### src/rtl/divisor_4bit_pkg.sv
// Shared types and constants for the 4-bit restoring divider.
package divisor_4bit_pkg;

  localparam int unsigned W     = 4;
  localparam int unsigned ITER  = 4;
  localparam int unsigned CNT_W = 2;

  localparam logic SUB = 1'b1;
  localparam logic ADD = 1'b0;

  // Quotient reported for a zero divisor
  localparam logic [W-1:0] DZ_QUOT = 4'hF;

  typedef enum logic [1:0] {
    IDLE = 2'd0,
    RUN  = 2'd1,
    DONE = 2'd2
  } state_t;

endpackage

### src/rtl/restador_4bit.sv
// 4-bit add/sub unit: S = A + B (select=0) or A - B (select=1); Cout=1 means no borrow on subtract.
module restador_4bit
  import divisor_4bit_pkg::*;
(
  input  logic [W-1:0] A,
  input  logic [W-1:0] B,
  input  logic         select,
  output logic [W-1:0] S,
  output logic         Cout
);

  logic [W-1:0] w_b_eff;
  logic [W:0]   w_sum;

  // Two's-complement subtract: invert B and inject select as carry-in
  assign w_b_eff = B ^ {W{select}};
  assign w_sum   = {1'b0, A} + {1'b0, w_b_eff} + {{W{1'b0}}, select};
  assign S       = w_sum[W-1:0];
  assign Cout    = w_sum[W];

endmodule

### src/rtl/divisor_4bit.sv
// Sequential restoring divider: one quotient bit per RUN cycle, registered results and handshake.
module divisor_4bit
  import divisor_4bit_pkg::*;
(
  input  logic         clk,
  input  logic         rst,
  input  logic         start,
  input  logic [W-1:0] A,
  input  logic [W-1:0] B,
  output logic [W-1:0] Q,
  output logic [W-1:0] R,
  output logic         busy,
  output logic         done,
  output logic         div_zero
);

  state_t r_state;
  state_t w_state_nxt;

  logic [W-1:0]     r_p,     w_p_nxt;
  logic [W-1:0]     r_dvd,   w_dvd_nxt;
  logic [W-1:0]     r_dvs,   w_dvs_nxt;
  logic [W-1:0]     r_quot,  w_quot_nxt;
  logic [CNT_W-1:0] r_count, w_count_nxt;
  logic [W-1:0]     w_q_nxt, w_r_nxt;
  logic             w_busy_nxt, w_done_nxt, w_dz_nxt;

  logic [W-1:0] w_shift_p;
  logic         w_e;
  logic [W-1:0] w_diff;
  logic         w_cout;
  logic         w_take;
  logic [W-1:0] w_p_step;
  logic [W-1:0] w_q_step;

  // Shift {P,dividend} left; the bit leaving P[3] acts as a 5th partial-remainder bit
  assign w_shift_p = {r_p[W-2:0], r_dvd[W-1]};
  assign w_e       = r_p[W-1];

  restador_4bit u_sub (
    .A      (w_shift_p),
    .B      (r_dvs),
    .select (SUB),
    .S      (w_diff),
    .Cout   (w_cout)
  );

  assign w_take   = w_e | w_cout;
  assign w_p_step = w_take ? w_diff : w_shift_p;
  assign w_q_step = {r_quot[W-2:0], w_take};

  // Next-state and next-register values
  always_comb begin
    w_state_nxt = r_state;
    w_p_nxt     = r_p;
    w_dvd_nxt   = r_dvd;
    w_dvs_nxt   = r_dvs;
    w_quot_nxt  = r_quot;
    w_count_nxt = r_count;
    w_q_nxt     = Q;
    w_r_nxt     = R;
    w_dz_nxt    = div_zero;

    case (r_state)
      IDLE: begin
        if (start) begin
          w_dvd_nxt   = A;
          w_dvs_nxt   = B;
          w_p_nxt     = '0;
          w_quot_nxt  = '0;
          w_count_nxt = '0;
          w_dz_nxt    = 1'b0;
          if (B == W'(0)) begin
            w_state_nxt = DONE;
            w_q_nxt     = DZ_QUOT;
            w_r_nxt     = A;
            w_dz_nxt    = 1'b1;
          end else begin
            w_state_nxt = RUN;
          end
        end
      end
      RUN: begin
        w_p_nxt     = w_p_step;
        w_quot_nxt  = w_q_step;
        w_dvd_nxt   = {r_dvd[W-2:0], 1'b0};
        w_count_nxt = r_count + CNT_W'(1);
        if (r_count == CNT_W'(ITER - 1)) begin
          w_state_nxt = DONE;
          w_q_nxt     = w_q_step;
          w_r_nxt     = w_p_step;
        end
      end
      DONE: begin
        w_state_nxt = IDLE;
      end
      default: begin
        w_state_nxt = IDLE;
      end
    endcase

    w_busy_nxt = (w_state_nxt != IDLE);
    w_done_nxt = (w_state_nxt == DONE);
  end

  always_ff @(posedge clk) begin
    if (rst) begin
      r_state  <= IDLE;
      r_p      <= '0;
      r_dvd    <= '0;
      r_dvs    <= '0;
      r_quot   <= '0;
      r_count  <= '0;
      Q        <= '0;
      R        <= '0;
      busy     <= 1'b0;
      done     <= 1'b0;
      div_zero <= 1'b0;
    end else begin
      r_state  <= w_state_nxt;
      r_p      <= w_p_nxt;
      r_dvd    <= w_dvd_nxt;
      r_dvs    <= w_dvs_nxt;
      r_quot   <= w_quot_nxt;
      r_count  <= w_count_nxt;
      Q        <= w_q_nxt;
      R        <= w_r_nxt;
      busy     <= w_busy_nxt;
      done     <= w_done_nxt;
      div_zero <= w_dz_nxt;
    end
  end

endmodule

### config.mk
export PLATFORM = sky130hd
export DESIGN_NAME = divisor_4bit
export DESIGN_NICKNAME = d
export VERILOG_FILES = /design/src/rtl/divisor_4bit_pkg.sv /design/src/rtl/restador_4bit.sv /design/src/rtl/divisor_4bit.sv
export SDC_FILE = /design/constraint.sdc
export NUM_CORES = 1
export LEC_CHECK = 0
export CORE_ASPECT_RATIO = 1.1
export CORE_MARGIN = 5
export CORE_UTILIZATION = 51
export CTS_CLUSTER_DIAMETER = 50
export CTS_CLUSTER_SIZE = 25
export DETAILED_ROUTE_END_ITERATION = 10
export HOLD_SLACK_MARGIN = 0.06
export MAX_ROUTING_LAYER = met4
export PLACE_DENSITY = 0.77
export SLEW_MARGIN = 10
export SYNTH_ARGS = -nofsm -noshare
export SYNTH_HDL_FRONTEND = slang
export SYNTH_SLANG_ARGS = --single-unit
export TNS_END_PERCENT = 5
### constraint.sdc
create_clock -name clk -period 1.93 [get_ports clk]
set_input_delay 0.386 -clock clk [delete_from_list [all_inputs] [get_ports clk]]
set_output_delay 0.386 -clock clk [all_outputs]
set_load 0.05 [all_outputs]
==> metrics.txt, run 1 <==
# TYPE chip_impl_metric gauge
chip_impl_metric{name="detailroute.via_count",unit=""} 1186
chip_impl_metric{name="drive_above_1_share",unit=""} 0.173
chip_impl_metric{name="hold_violations",unit=""} 0
chip_impl_metric{name="die_width",unit="um"} 58.9
chip_impl_metric{name="gp_congestion",unit=""} 0.785
chip_impl_info{name="critPathLaunchType",value="flop"} 1
chip_impl_metric{name="met3_usage",unit=""} 0.0443
chip_impl_metric{name="grt_overflow_total",unit=""} 0
chip_impl_metric{name="mappedNetlistNets",unit=""} 172
chip_impl_metric{name="effective_utilization_at_floorplan",unit=""} 0.532
chip_impl_info{name="grt_setup_unrepaired",value="yes"} 1
chip_impl_metric{name="timing.critical_path.arrival",unit="ns"} 1.50
chip_impl_metric{name="core_region_area",unit="sq um"} 2520
chip_impl_metric{name="worst_ir_drop_vdd",unit="mV"} 0.693
chip_impl_metric{name="nets",unit=""} 207
chip_impl_metric{name="yosys.area_share.simple",unit=""} 0.188
chip_impl_metric{name="drc",unit=""} 0
chip_impl_metric{name="met1_track_demand_over_resource",unit=""} 0.237
chip_impl_metric{name="viasPerCell",unit=""} 5.34
chip_impl_metric{name="boundaryPins",unit=""} 22
chip_impl_metric{name="global_route.usage.total",unit=""} 0.184
chip_impl_metric{name="slew_violations",unit=""} 0
chip_impl_metric{name="postSynth.asyncResetShare",unit=""} 0
chip_impl_metric{name="slew_headroom",unit=""} 0.656
chip_impl_info{name="global_route.peak_usage_layer",value="met2"} 1
chip_impl_metric{name="synth-xor-area-share",unit=""} 0.0131
chip_impl_info{name="postSynth.topFlopCell",value="dfxtp_1"} 1
chip_impl_metric{name="number_of_synthesized_register_bits",unit=""} 30
chip_impl_metric{name="timing.fmax",unit="MHz"} 531
chip_impl_info{name="synth_area_leader_cell",value="dfxtp_1"} 1
chip_impl_metric{name="final_critical_path_setup_slack",unit="ns"} 0.0470
chip_impl_metric{name="post-route-cell-area",unit="sq um"} 1740
chip_impl_metric{name="cts_made_buffers",unit=""} 5
chip_impl_metric{name="area.growth.synth_to_final",unit="%"} 30.0
chip_impl_metric{name="detailed_place_hpwl",unit="mm"} 2.23
chip_impl_metric{name="seq_area_frac_synth",unit=""} 0.448
chip_impl_metric{name="die_h",unit="um"} 63.8
chip_impl_info{name="synthTopCellsByArea",value="dfxtp_1 (45%), nor2_1 (8.7%), nand2_1 (5.6%)"} 1
chip_impl_metric{name="worst_setup_hold_path_clk_slew",unit="ns"} 0.09
chip_impl_info{name="cts_root_buffer",value="clkbuf_4"} 1
chip_impl_metric{name="initialDrtViolationCount",unit=""} 36
chip_impl_metric{name="critical_path_buf_inv_count",unit=""} 1
chip_impl_metric{name="gr-usage-met2",unit=""} 0.276
chip_impl_metric{name="maxCapViolCount",unit=""} 0
chip_impl_metric{name="yosysWarnings",unit=""} 0
chip_impl_metric{name="grt_max_degree",unit=""} 27
chip_impl_metric{name="count_of_unique_library_cells_instantiated_by_yosys",unit=""} 30
chip_impl_info{name="synth.top_cells.by_count",value="nor2_1 (31), dfxtp_1 (30), nand2_1 (20)"} 1
chip_impl_metric{name="die_area",unit="sq um"} 3750
chip_impl_metric{name="synth.top_cell.area_share",unit=""} 0.448
chip_impl_metric{name="holdBufCountCts",unit=""} 0
chip_impl_metric{name="dpl_cell_area",unit="sq um"} 1670
chip_impl_metric{name="synth_adder_area_share",unit=""} 0.0616
chip_impl_metric{name="synth_compound_area_frac",unit=""} 0.229
chip_impl_metric{name="slowest_delay",unit="ns"} 0.81
chip_impl_info{name="synth_top_family_by_area",value="compound AO/OA/AOI/OAI gates"} 1
chip_impl_metric{name="worst_slew_pin_slew",unit="ns"} 0.515
chip_impl_metric{name="pwr_density_cell",unit="nW/um^2"} 781
chip_impl_metric{name="syn-cell-area",unit="sq um"} 1340
chip_impl_metric{name="finalWirelength",unit="mm"} 2.92
chip_impl_metric{name="drt-pass1-iter-count",unit=""} 4
chip_impl_metric{name="final.setup_skew",unit="ns"} 0.0104
chip_impl_metric{name="detail-route-antenna-nets",unit=""} 0
chip_impl_metric{name="number_of_instances_in_the_synthesized_netlist",unit=""} 155
chip_impl_info{name="status",value="complete, no violations"} 1
chip_impl_metric{name="antenna_cells_inserted",unit=""} 0
chip_impl_metric{name="leak",unit="nW"} 0.668
chip_impl_info{name="yosys.cell_count.top_type",value="nor2_1"} 1
chip_impl_info{name="setup.worst_path.end_class",value="output pin"} 1
chip_impl_metric{name="finalSetupViolCount",unit=""} 0
chip_impl_metric{name="wl_per_cell",unit="um"} 13.2
chip_impl_metric{name="placement.io_buffers",unit=""} 21
chip_impl_metric{name="clock_tree.htree_level_count",unit=""} 2
chip_impl_info{name="worstPathCellList",value="clkdlybuf4s50_1"} 1
chip_impl_metric{name="syn-mean-instance-area",unit="sq um"} 8.65
chip_impl_info{name="tritoncts",value="yes"} 1
chip_impl_metric{name="grt_pass1_vias",unit=""} 1176
chip_impl_metric{name="clockBufferDepth",unit=""} 2
chip_impl_metric{name="path_max_fanout",unit=""} 2
chip_impl_info{name="hold_path.class",value="reg -> reg"} 1
chip_impl_metric{name="std_cell_rows",unit=""} 19
chip_impl_metric{name="layout_min_cycle_time",unit="ns"} 1.88
chip_impl_metric{name="crit_required",unit="ns"} 1.54
chip_impl_metric{name="number_of_antenna_violations_at_the_first_check_in_global_routing",unit=""} 0
chip_impl_metric{name="synth_mux_area_frac",unit=""} 0.0159
chip_impl_metric{name="worst_setup_slack_after_placement",unit="ns"} -0.0888
chip_impl_metric{name="clock_sink_count",unit=""} 30
chip_impl_info{name="cpLargestDelayFamily",value="buffers and inverters"} 1
chip_impl_metric{name="synth-edff-count",unit=""} 0
chip_impl_metric{name="final.period_utilization",unit=""} 0.976
chip_impl_metric{name="clk_latency",unit="ns"} 0.32
chip_impl_metric{name="first_pass_grt_wire_length",unit="mm"} 5.27
chip_impl_info{name="path_class",value="reg -> out"} 1
chip_impl_info{name="critPathSlowestCell",value="clkdlybuf4s50_1"} 1
## worst paths after layout
kind	start	end	slack, ns	cells past startpoint
worst max-delay path	Q[3]$_SDFFE_PP0P_	Q[3]	0.05	1
worst min-delay path	r_p[3]$_SDFFE_PP0P_	r_p[3]$_SDFFE_PP0P_	0.48	2
worst max register to register	r_dvd[3]$_SDFFE_PP0P_	R[2]$_SDFFE_PP0P_	0.10	9
worst min register to register	r_p[3]$_SDFFE_PP0P_	r_p[3]$_SDFFE_PP0P_	0.48	2
## cell families after synthesis
| kind of cell | count (synthesis) |
|---|---|
| DFF | 30 |
| AOI/OAI and AO/OA | 44 |
| buffers and inverters | 14 |
| xor gates and xnor gates | 2 |
| adders and majority gates | 6 |
| muxes | 2 |
| and+or+nand+nor | 57 |
## area by class of cell
| class | count | area [sq um] |
|---|---|---|
| multi-input cells | 111 | 688 |
| clock inverters | 1 | 5.00 |
| repair buffers | 35 | 328 |
| fillers | 213 | 778 |
| well taps | 31 | 38.8 |
| inverters | 7 | 26.3 |
| clock buffers | 7 | 55.1 |
| flip-flops and latches | 30 | 601 |
## state kept, by name (all words and copies together), names as in the netlist
name / count
r_state: 2
r_dvs: 4
div_zero: 1
r_quot: 3
Q: 4
done: 1
R: 4
r_count: 2
busy: 1
r_dvd: 4
r_p: 4
## power by group
| group | switching [W] | internal, W |
|---|---|---|
| combinational | 0.000170 | 0.000141 |
| clock | 0.000200 | 0.000176 |
| sequential | 0.0000223 | 0.000652 |
## through the flow
stage | TNS [ns] | hold WS, ns | total power (W) | util | cells
after floorplan | 0 | 0.437 | 0.000872 | - | 155
after global placement | -0.130 | 0.455 | 0.000971 | 0.661 | 213
after detailed placement | -0.455 | 0.469 | 0.000981 | 0.661 | 213
after CTS | 0 | 0.482 | 0.00136 | 0.686 | 221
after global routing | -0.0683 | 0.511 | 0.00145 | 0.691 | 222
final | 0 | 0.478 | 0.00136 | 0.691 | 222
## repair_timing
item                       in CTS  in global routing
hold endpoints to repair        0                  0
resized for setup               1                  2
cloned                          0                  0
buffers inserted                0                  1
setup endpoints to repair       2                  7
pin swaps                       0                  3
## layer usage
layer  up-vias  part of all wire
met5         -                 0
met3         5             0.036
met4         0             0.016
met1       548              0.44
met2        23              0.51
li1        610                 -
## layout by cell type, fill, tap and decap left out, types with 2 or more instances in the layout
cell	count
nor2_1	31
dfxtp_1	30
clkdlybuf4s50_1	21
nand2_1	19
buf_4	13
a21oi_1	11
o21ai_0	8
a211oi_1	8
inv_1	6
a22oi_1	5
ha_1	5
clkbuf_4	5
a311oi_1	3
a211oi_2	2
o211ai_1	2
No activity file was read; power rests on OpenSTA's default activity.
==> run 2, diff against run 1 <==
- GPL_TIMING_DRIVEN: not set -> 0
==> metrics.txt, run 2 (same netlist as run 1, synthesis figures left out) <==
# TYPE chip_impl_metric gauge
chip_impl_info{name="status",value="complete, no violations"} 1
chip_impl_metric{name="grt_overflow_total",unit=""} 0
chip_impl_metric{name="post_layout_nonfiller_instances",unit=""} 215
chip_impl_metric{name="detailed_place_hpwl",unit="mm"} 2.21
chip_impl_metric{name="initialDrtViolationCount",unit=""} 43
chip_impl_metric{name="final.period_utilization",unit=""} 0.965
chip_impl_metric{name="placement.io_buffers",unit=""} 21
chip_impl_metric{name="core_region_area",unit="sq um"} 2520
chip_impl_metric{name="drive_above_1_share",unit=""} 0.114
chip_impl_metric{name="boundaryPins",unit=""} 22
chip_impl_metric{name="ff_latch_area",unit="sq um"} 601
chip_impl_metric{name="critical_path_buf_inv_count",unit=""} 1
chip_impl_metric{name="detailroute.via_count",unit=""} 1183
chip_impl_info{name="cp-startpoint",value="Q[1]$_SDFFE_PP0P_"} 1
chip_impl_info{name="setup.worst_path.end_class",value="output pin"} 1
chip_impl_metric{name="fillerInstances",unit=""} 240
chip_impl_info{name="most-common-layout-cells",value="nor2_1 (31), dfxtp_1 (30), nand2_1 (19), clkdlybuf4s50_1 (19), a21oi_1 (12)"} 1
chip_impl_metric{name="r2r.worst_path.cells",unit=""} 10
chip_impl_metric{name="effective_utilization_at_floorplan",unit=""} 0.532
chip_impl_info{name="cts_root_buffer",value="clkbuf_4"} 1
chip_impl_metric{name="drt-pass1-iter-count",unit=""} 4
chip_impl_metric{name="placedCellCount",unit=""} 207
chip_impl_metric{name="combinationalPowerShare",unit=""} 0.212
chip_impl_metric{name="maxCapViolCount",unit=""} 0
chip_impl_metric{name="swShare",unit=""} 0.301
chip_impl_metric{name="finalSetupViolCount",unit=""} 0
chip_impl_metric{name="grt_max_degree",unit=""} 11
chip_impl_metric{name="global_route.usage.total",unit=""} 0.189
chip_impl_info{name="cpLargestDelayFamily",value="buffers and inverters"} 1
chip_impl_info{name="worstPathCellList",value="clkdlybuf4s50_1"} 1
chip_impl_metric{name="power_frac_clock",unit=""} 0.289
chip_impl_metric{name="cp_num_cells",unit=""} 1
chip_impl_metric{name="dpl_cell_area",unit="sq um"} 1590
chip_impl_metric{name="wl_per_cell",unit="um"} 14.2
chip_impl_metric{name="die_width",unit="um"} 58.9
chip_impl_metric{name="internal_dissipation",unit="W"} 0.000944
chip_impl_metric{name="timing.critical_path.arrival",unit="ns"} 1.48
chip_impl_metric{name="leak",unit="nW"} 0.653
chip_impl_metric{name="std_cell_rows",unit=""} 19
chip_impl_metric{name="clockBufferDepth",unit=""} 2
chip_impl_metric{name="die_h",unit="um"} 63.8
chip_impl_metric{name="slew_headroom",unit=""} 0.639
chip_impl_metric{name="nets",unit=""} 200
chip_impl_info{name="hold_path_startpoint",value="r_dvs[2]$_SDFFE_PP0P_"} 1
chip_impl_metric{name="hold_violations",unit=""} 0
chip_impl_metric{name="worst_setup_slack_after_placement",unit="ns"} -0.218
chip_impl_metric{name="post-route-cell-area",unit="sq um"} 1670
chip_impl_metric{name="viasPerCell",unit=""} 5.50
chip_impl_metric{name="ff2ff_setup_slack",unit="ns"} 0.09
chip_impl_metric{name="antenna_cells_inserted",unit=""} 0
chip_impl_metric{name="detail-route-antenna-nets",unit=""} 0
chip_impl_info{name="critPathLaunchType",value="flop"} 1
chip_impl_metric{name="area.growth.synth_to_final",unit="%"} 24.9
chip_impl_metric{name="worst_ir_drop_vdd",unit="mV"} 0.540
chip_impl_info{name="hold_path.class",value="reg -> reg"} 1
chip_impl_metric{name="clock_sink_count",unit=""} 30
chip_impl_metric{name="pwr_density_cell",unit="nW/um^2"} 807
chip_impl_info{name="crit_path_end",value="Q[1]"} 1
chip_impl_metric{name="worst_hold_slack",unit="ns"} 0.479
chip_impl_metric{name="timing.fmax",unit="MHz"} 537
chip_impl_metric{name="power.net_switching",unit="W"} 0.000407
chip_impl_metric{name="clock_tree.htree_level_count",unit=""} 2
chip_impl_metric{name="holdBufCountCts",unit=""} 0
chip_impl_metric{name="layout_min_cycle_time",unit="ns"} 1.86
chip_impl_metric{name="pwr-share-seq",unit=""} 0.499
chip_impl_metric{name="final.setup_skew",unit="ns"} 0.00998
chip_impl_metric{name="final_util",unit=""} 0.664
chip_impl_metric{name="die_area",unit="sq um"} 3750
chip_impl_info{name="crit-reg2reg-launch",value="r_dvd[3]$_SDFFE_PP0P_"} 1
chip_impl_metric{name="final_critical_path_setup_slack",unit="ns"} 0.0673
chip_impl_metric{name="first_pass_grt_wire_length",unit="mm"} 5.18
chip_impl_info{name="tritoncts",value="yes"} 1
chip_impl_metric{name="worst_setup_hold_path_clk_slew",unit="ns"} 0.10
chip_impl_metric{name="path_max_fanout",unit=""} 2
chip_impl_metric{name="crit_required",unit="ns"} 1.54
chip_impl_metric{name="post_cts_setup_bufs",unit=""} 0
chip_impl_metric{name="clk_latency",unit="ns"} 0.33
chip_impl_metric{name="drc",unit=""} 0
chip_impl_metric{name="slew_violations",unit=""} 0
chip_impl_metric{name="worst_slew_pin_slew",unit="ns"} 0.541
chip_impl_metric{name="finalWirelength",unit="mm"} 3.05
chip_impl_info{name="critPathSlowestCell",value="clkdlybuf4s50_1"} 1
chip_impl_info{name="path_class",value="reg -> out"} 1
chip_impl_metric{name="slowest_delay",unit="ns"} 0.81
chip_impl_metric{name="grt_pass1_vias",unit=""} 1101
chip_impl_metric{name="multiInputGateArea",unit="sq um"} 699
chip_impl_metric{name="number_of_antenna_violations_at_the_first_check_in_global_routing",unit=""} 0
chip_impl_info{name="grt_setup_unrepaired",value="yes"} 1
chip_impl_info{name="timing.rr.end",value="R[1]$_SDFFE_PP0P_"} 1
chip_impl_metric{name="gp_congestion",unit=""} 0.788
chip_impl_metric{name="cts_made_buffers",unit=""} 5
chip_impl_info{name="final_common_cell",value="nor2_1"} 1
run 2: per-stage QoR:
| step | total power (W) | TNS, ns |
|---|---|---|
| global placement | 0.000946 | -1.24 |
| finish | 0.00135 | 0 |
| CTS | 0.00135 | 0 |
| detailed placement | 0.000958 | -1.70 |
| floorplan | 0.000872 | 0 |
| global route | 0.00144 | -0.0194 |
run 2: layout make-up:
cell class,count,area share
Buffer,7,0.0202
Clock inverter,1,0.00299
Timing Repair Buffer,21,0.129
Sequential cell,30,0.359
Clock buffer,7,0.0329
Multi-Input combinational cell,111,0.418
Tap cell,31,0.0232
Inverter,7,0.0157
run 2: repair_timing:
action	CTS	global route
setup endpoints to repair	5	8
endpoints found under the hold margin	0	0
gates cloned	0	0
pin swaps	0	2
gates resized for setup	2	5
run 2: power groups by stage:
stage                     Sequential (W)  Clock, W  Combinational [W]
after floorplan                 0.000704         0           0.000168
after global placement          0.000686         0           0.000260
after detailed placement        0.000688         0           0.000270
after CTS                       0.000673  0.000398           0.000280
after global routing            0.000678  0.000443           0.000320
final                           0.000674  0.000390           0.000286
run 2: how the worst min path moves through the flow:
stage	end	slack, ns	cells past startpoint
2_1_floorplan	r_p[3]$_SDFFE_PP0P_	0.44	2
3_3_place_gp	r_p[3]$_SDFFE_PP0P_	0.46	2
3_5_place_dp	r_p[3]$_SDFFE_PP0P_	0.46	2
4_1_cts	r_p[3]$_SDFFE_PP0P_	0.47	2
5_1_grt	div_zero$_SDFFE_PP0P_	0.50	2
6_report	r_dvs[2]$_SDFFE_PP0P_	0.48	2
run 2: per-layer routing:
| layer | part of all wire | vias up | global-route usage |
|---|---|---|---|
| li1 | - | 601 | - |
| met5 | 0 | - | - |
| met2 | 0.51 | 22 | 0.289 |
| met4 | 0.018 | 0 | 0.0850 |
| met1 | 0.43 | 553 | 0.223 |
| met3 | 0.048 | 7 | 0.0604 |
==> run 3, diff against run 2 <==
- ABC_CLOCK_PERIOD_IN_PS: not set -> 1930
- CORE_ASPECT_RATIO: 1.1 -> not set
==> metrics.txt, run 3 (same netlist as run 1, synthesis figures left out) <==
# TYPE chip_impl_metric gauge
chip_impl_metric{name="clk_latency",unit="ns"} 0.34
chip_impl_metric{name="number_of_antenna_violations_at_the_first_check_in_global_routing",unit=""} 0
chip_impl_metric{name="timing.fmax",unit="MHz"} 528
chip_impl_metric{name="slew_violations",unit=""} 0
chip_impl_metric{name="final_critical_path_setup_slack",unit="ns"} 0.0366
chip_impl_metric{name="finalSetupViolCount",unit=""} 0
chip_impl_info{name="critPathSlowestCell",value="clkdlybuf4s50_1"} 1
chip_impl_info{name="hold_path.class",value="reg -> reg"} 1
chip_impl_metric{name="clock_tree.htree_level_count",unit=""} 2
chip_impl_info{name="most-common-layout-cells",value="nor2_1 (31), dfxtp_1 (29), clkdlybuf4s50_1 (21)"} 1
chip_impl_metric{name="slowest_delay",unit="ns"} 0.82
chip_impl_info{name="path_class",value="reg -> out"} 1
chip_impl_metric{name="r2r.worst_path.cells",unit=""} 9
chip_impl_info{name="tritoncts",value="yes"} 1
chip_impl_metric{name="area.growth.synth_to_final",unit="%"} 27.3
chip_impl_metric{name="placement.io_buffers",unit=""} 21
chip_impl_metric{name="ff_latch_area",unit="sq um"} 602
chip_impl_metric{name="drive_above_1_share",unit=""} 0.151
chip_impl_info{name="final_common_cell",value="nor2_1"} 1
chip_impl_metric{name="maxCapViolCount",unit=""} 0
chip_impl_metric{name="final_util",unit=""} 0.682
chip_impl_metric{name="critical_path_buf_inv_count",unit=""} 1
chip_impl_metric{name="die_area",unit="sq um"} 3750
chip_impl_metric{name="core_region_area",unit="sq um"} 2500
chip_impl_metric{name="multiInputGateArea",unit="sq um"} 702
chip_impl_metric{name="wl_per_cell",unit="um"} 14.2
chip_impl_metric{name="effective_utilization_at_floorplan",unit=""} 0.536
chip_impl_info{name="setup.worst_path.end_class",value="output pin"} 1
chip_impl_metric{name="cts_made_buffers",unit=""} 5
chip_impl_info{name="grt_setup_unrepaired",value="no"} 1
chip_impl_metric{name="global_route.usage.total",unit=""} 0.197
chip_impl_metric{name="fillerInstances",unit=""} 203
chip_impl_metric{name="antenna_cells_inserted",unit=""} 0
chip_impl_metric{name="leak",unit="nW"} 0.633
chip_impl_metric{name="nets",unit=""} 202
chip_impl_metric{name="hold_violations",unit=""} 0
chip_impl_metric{name="detail-route-antenna-nets",unit=""} 0
chip_impl_metric{name="final.period_utilization",unit=""} 0.981
chip_impl_metric{name="layout_min_cycle_time",unit="ns"} 1.89
chip_impl_metric{name="clock_sink_count",unit=""} 30
chip_impl_metric{name="timing.critical_path.arrival",unit="ns"} 1.51
chip_impl_metric{name="final.setup_skew",unit="ns"} 0.0114
chip_impl_metric{name="std_cell_rows",unit=""} 18
chip_impl_metric{name="worst_slew_pin_slew",unit="ns"} 0.540
chip_impl_metric{name="grt_pass1_vias",unit=""} 1171
chip_impl_metric{name="worst_setup_hold_path_clk_slew",unit="ns"} 0.10
chip_impl_metric{name="final.setup.tns",unit="ns"} 0
chip_impl_metric{name="detailroute.via_count",unit=""} 1197
chip_impl_metric{name="first_pass_grt_wire_length",unit="mm"} 5.15
chip_impl_metric{name="drc",unit=""} 0
chip_impl_metric{name="die_h",unit="um"} 61.3
chip_impl_metric{name="clockBufferDepth",unit=""} 2
chip_impl_metric{name="die_width",unit="um"} 61.3
chip_impl_metric{name="grt_overflow_total",unit=""} 0
chip_impl_metric{name="path_max_fanout",unit=""} 2
chip_impl_metric{name="crit_required",unit="ns"} 1.54
chip_impl_metric{name="grt_max_degree",unit=""} 11
chip_impl_metric{name="initialDrtViolationCount",unit=""} 44
chip_impl_info{name="critPathLaunchType",value="flop"} 1
chip_impl_info{name="status",value="complete, no violations"} 1
chip_impl_metric{name="worst_setup_slack_after_placement",unit="ns"} -0.279
chip_impl_metric{name="total_power",unit="W"} 0.00144
chip_impl_info{name="cts_root_buffer",value="clkbuf_4"} 1
chip_impl_info{name="worstPathCellList",value="clkdlybuf4s50_1"} 1
chip_impl_info{name="cpLargestDelayFamily",value="buffers and inverters"} 1
chip_impl_metric{name="drt-pass1-iter-count",unit=""} 4
chip_impl_metric{name="boundaryPins",unit=""} 22
chip_impl_metric{name="worst_ir_drop_vdd",unit="mV"} 0.620
chip_impl_metric{name="number_of_cells_traversed_by_the_worst_hold_path",unit=""} 2
chip_impl_metric{name="finalWirelength",unit="mm"} 3.08
chip_impl_metric{name="pwr_density_cell",unit="nW/um^2"} 846
chip_impl_metric{name="viasPerCell",unit=""} 5.54
chip_impl_metric{name="detailed_place_hpwl",unit="mm"} 2.27
chip_impl_metric{name="gp_congestion",unit=""} 0.794
chip_impl_metric{name="cp_num_cells",unit=""} 1
chip_impl_metric{name="slew_headroom",unit=""} 0.640
-- run 3: where the power goes --
group / leakage (nW) / switching, W / internal (W)
Sequential: 0.245 / 0.0000233 / 0.000652
Combinational: 0.343 / 0.000173 / 0.000127
Clock: 0.0446 / 0.000218 / 0.000249
-- run 3: final timing paths --
path	start	end	slack, ns
setup / recovery	R[2]$_SDFFE_PP0P_	R[2]	0.04
hold / removal	div_zero$_SDFFE_PP0P_	div_zero$_SDFFE_PP0P_	0.49
setup reg to reg	r_dvd[3]$_SDFFE_PP0P_	R[3]$_SDFFE_PP0P_	0.11
hold reg to reg	div_zero$_SDFFE_PP0P_	div_zero$_SDFFE_PP0P_	0.49
-- run 3: final cells by class --
| class | instances | area share |
|---|---|---|
| well taps | 30 | 0.0220 |
| clock buffers | 8 | 0.0462 |
| inverters | 7 | 0.0154 |
| flip-flops and latches | 30 | 0.353 |
| repair buffers | 23 | 0.132 |
| multi-input cells | 111 | 0.412 |
| plain buffers | 7 | 0.0198 |
-- run 3: worst reg2reg max path: cells and delay by family, from the launching register on --
family / cells / cell delay (ns)
flops: 1 / 0.34
simple gates: 3 / 0.26
fa+ha+maj: 2 / 0.54
buf+inv: 2 / 0.10
mux: 1 / 0.25
compound gates: 1 / 0.24
-- run 3: repair_timing --
item	CTS	global route
hold buffers	0	0
setup endpoints to repair	4	6
pin swaps	1	3
setup buffers	0	2
resized for setup	3	6
-- run 3: through the flow --
step | hold slack [ns] | area (sq um) | std cells
2_1_floorplan | 0.437 | 1340 | 155
3_3_place_gp | 0.455 | 1590 | 206
3_5_place_dp | 0.470 | 1590 | 206
4_1_cts | 0.483 | 1680 | 214
5_1_grt | 0.522 | 1710 | 216
6_report | 0.491 | 1710 | 216
-- run 3: routing by layer --
| layer | vias up | track usage | wire length [um] |
|---|---|---|---|
| li1 | 603 | - | - |
| met1 | 563 | 0.241 | 1460 |
| met2 | 19 | 0.292 | 1420 |
| met3 | 12 | 0.0440 | 108 |
| met4 | 0 | 0.124 | 86 |
| met5 | - | - | 0 |
==> patch, RTL diff (config.mk and constraints of run 3) <==
Set the package constant `CNT_W` to 4 (it was 2).
--- a/src/rtl/divisor_4bit_pkg.sv
+++ b/src/rtl/divisor_4bit_pkg.sv
@@ -3,7 +3,7 @@
 
   localparam int unsigned W     = 4;
   localparam int unsigned ITER  = 4;
-  localparam int unsigned CNT_W = 2;
+  localparam int unsigned CNT_W = 4;
 
   localparam logic SUB = 1'b1;
   localparam logic ADD = 1'b0;
Check against the original RTL: same outputs for any inputs over 10 cycles, from zero or initial values and one cycle with rst high; that may be too few to reach the edited logic, so the function may still have changed.
==> patch against run 3 <==
- clock skew is 0.0074 ns lower
- synthesized cell count is 10% higher
- worst setup slack better by 0.017 ns
- global-route usage is 1.4 points lower
- cell area is 3.7% higher
- power is 6.2% lower
- fmax is 0.90% higher
- area after synthesis is 7.7% higher
- routed wire length is 6.9% higher
- sequential share of layout area is 0.92 points higher
- count of clock-buffer cells in the layout is 2 lower
- register-to-register slack better by 0.06 ns
- sequential cell count is 2 higher
- critical endpoint is now div_zero
- largest cell class unchanged
- highest routed layer unchanged
==> patch: results (changes against run 3) <==
| Metric | Value |
|---|---|
| First-pass GRT wire length | `5730 um (+11%)` |
| Critical Path End | `div_zero` |
| Final hold slack | `0.466 ns (-0.0243 ns)` |
| Post-route insts no fill | `231 (+6.9%)` |
| Distinct cells, synth | `35 (+17%)` |
| Syn nets | `188 (+9.3%)` |
| Filler cells | `248 (+22%)` |
| Seq/Total Area, Yosys | `44.4% (-0.45 points)` |
| R2R Path End | `r_p[0]` |
| Worst reg2reg setup slack | `0.17 ns (+0.06 ns)` |
| Synth Area in Adders | `5.72% (-0.44 points)` |
| Pre-CTS setup slack | `-0.406 ns (-0.127 ns)` |
| Worst Setup SP | `div_zero` |
| Post-synthesis mux area share | `0.693% (-0.89 points)` |
| Syn_area_per_cell | `8.44 um2 (-2.3%)` |
| Reg-to-reg startpoint | `r_state[0]` |
| Worst-path fanout max | `2 (unchanged)` |
| Post_cts resized | `2 (-1)` |
| Pleak | `0.679 nW (+7.4%)` |
| Vias in the first global route | `1,232 (+5.2%)` |
| Final wirelength | `3290 um (+6.9%)` |
| Total Nets Final | `217 (+7.4%)` |
| Worst Hold Path EP | `r_dvs[0]` |
| Psw | `413 uW (-0.42%)` |
| R2R depth | `5 (-4)` |
| Routing usage on met3 | `5.68% (+1.3 points)` |
| Main area contributors after synthesis | `dfxtp_1, nor2_1, nand2_1, a21oi_1, ha_1` |
| Synth Area in XOR/XNOR | `1.21% (-0.094 points)` |
| Slew margin rel. | `59.9% (-4.1 points)` |
| Max rail drop VDD | `0.602 mV (-3.0%)` |
| Commonest cells in the netlist | `dfxtp_1, nor2_1, nand2_1` |
| DR vias | `1,298 (+8.4%)` |
| Final Wtd Congestion | `0.802 (+1.0%)` |
| Share of cells above drive strength 1 | `10.0% (-5.1 points)` |
| Compound-Gate Fraction of Synth Area | `19.5% (-3.4 points)` |
| Hold Path Origin | `r_dvs[0]` |
| Status | `complete, no violations` |
| Clock skew | `0.00402 ns (-0.00735 ns)` |
| Dpl cell area | `1690 um2 (+6.6%)` |
| Met1 Usage GRT | `22.7% (-1.3 points)` |
| Time the worst path needs with I/O delays and setup | `1.88 ns (-0.0169 ns)` |
| Max_cap viols | `0 (unchanged)` |
| Crit path DAT | `1.49 ns (-0.02 ns)` |
| Die ar. | `4000 um2 (+6.5%)` |
| Initial DRC count | `66 (+50%)` |
| HPWL after DPL | `2470 um (+8.8%)` |
[patch: power by group through the flow]
| stage | registers (mW) | clock network, mW | logic [mW] |
|---|---|---|---|
| global route | 0.720 | 0.390 | 0.319 |
| floorplan | 0.743 | 0 | 0.173 |
| CTS | 0.715 | 0.361 | 0.274 |
| detailed placement | 0.730 | 0 | 0.269 |
| global placement | 0.728 | 0 | 0.261 |
| finish | 0.716 | 0.350 | 0.288 |
[patch: per-layer routing]
layer / up-vias / share of wire [%] / wire, um
met2: 36 / 46 / 1510
met5: - / 0 / 0
met4: 0 / 1.8 / 58
met3: 7 / 5.8 / 191
met1: 604 / 46 / 1530
li1: 651 / - / -
[patch: final cells by class]
cell class | instances | area (um2) | area share [%]
buffer | 10 | 50.0 | 2.83
timing repair buffer | 22 | 219 | 12.4
clock buffer | 6 | 41.3 | 2.33
sequential | 32 | 641 | 36.2
multi-input combinational | 122 | 748 | 42.3
inverter | 7 | 26.3 | 1.49
clock inverter | 1 | 5.00 | 0.283
tap | 31 | 38.8 | 2.19
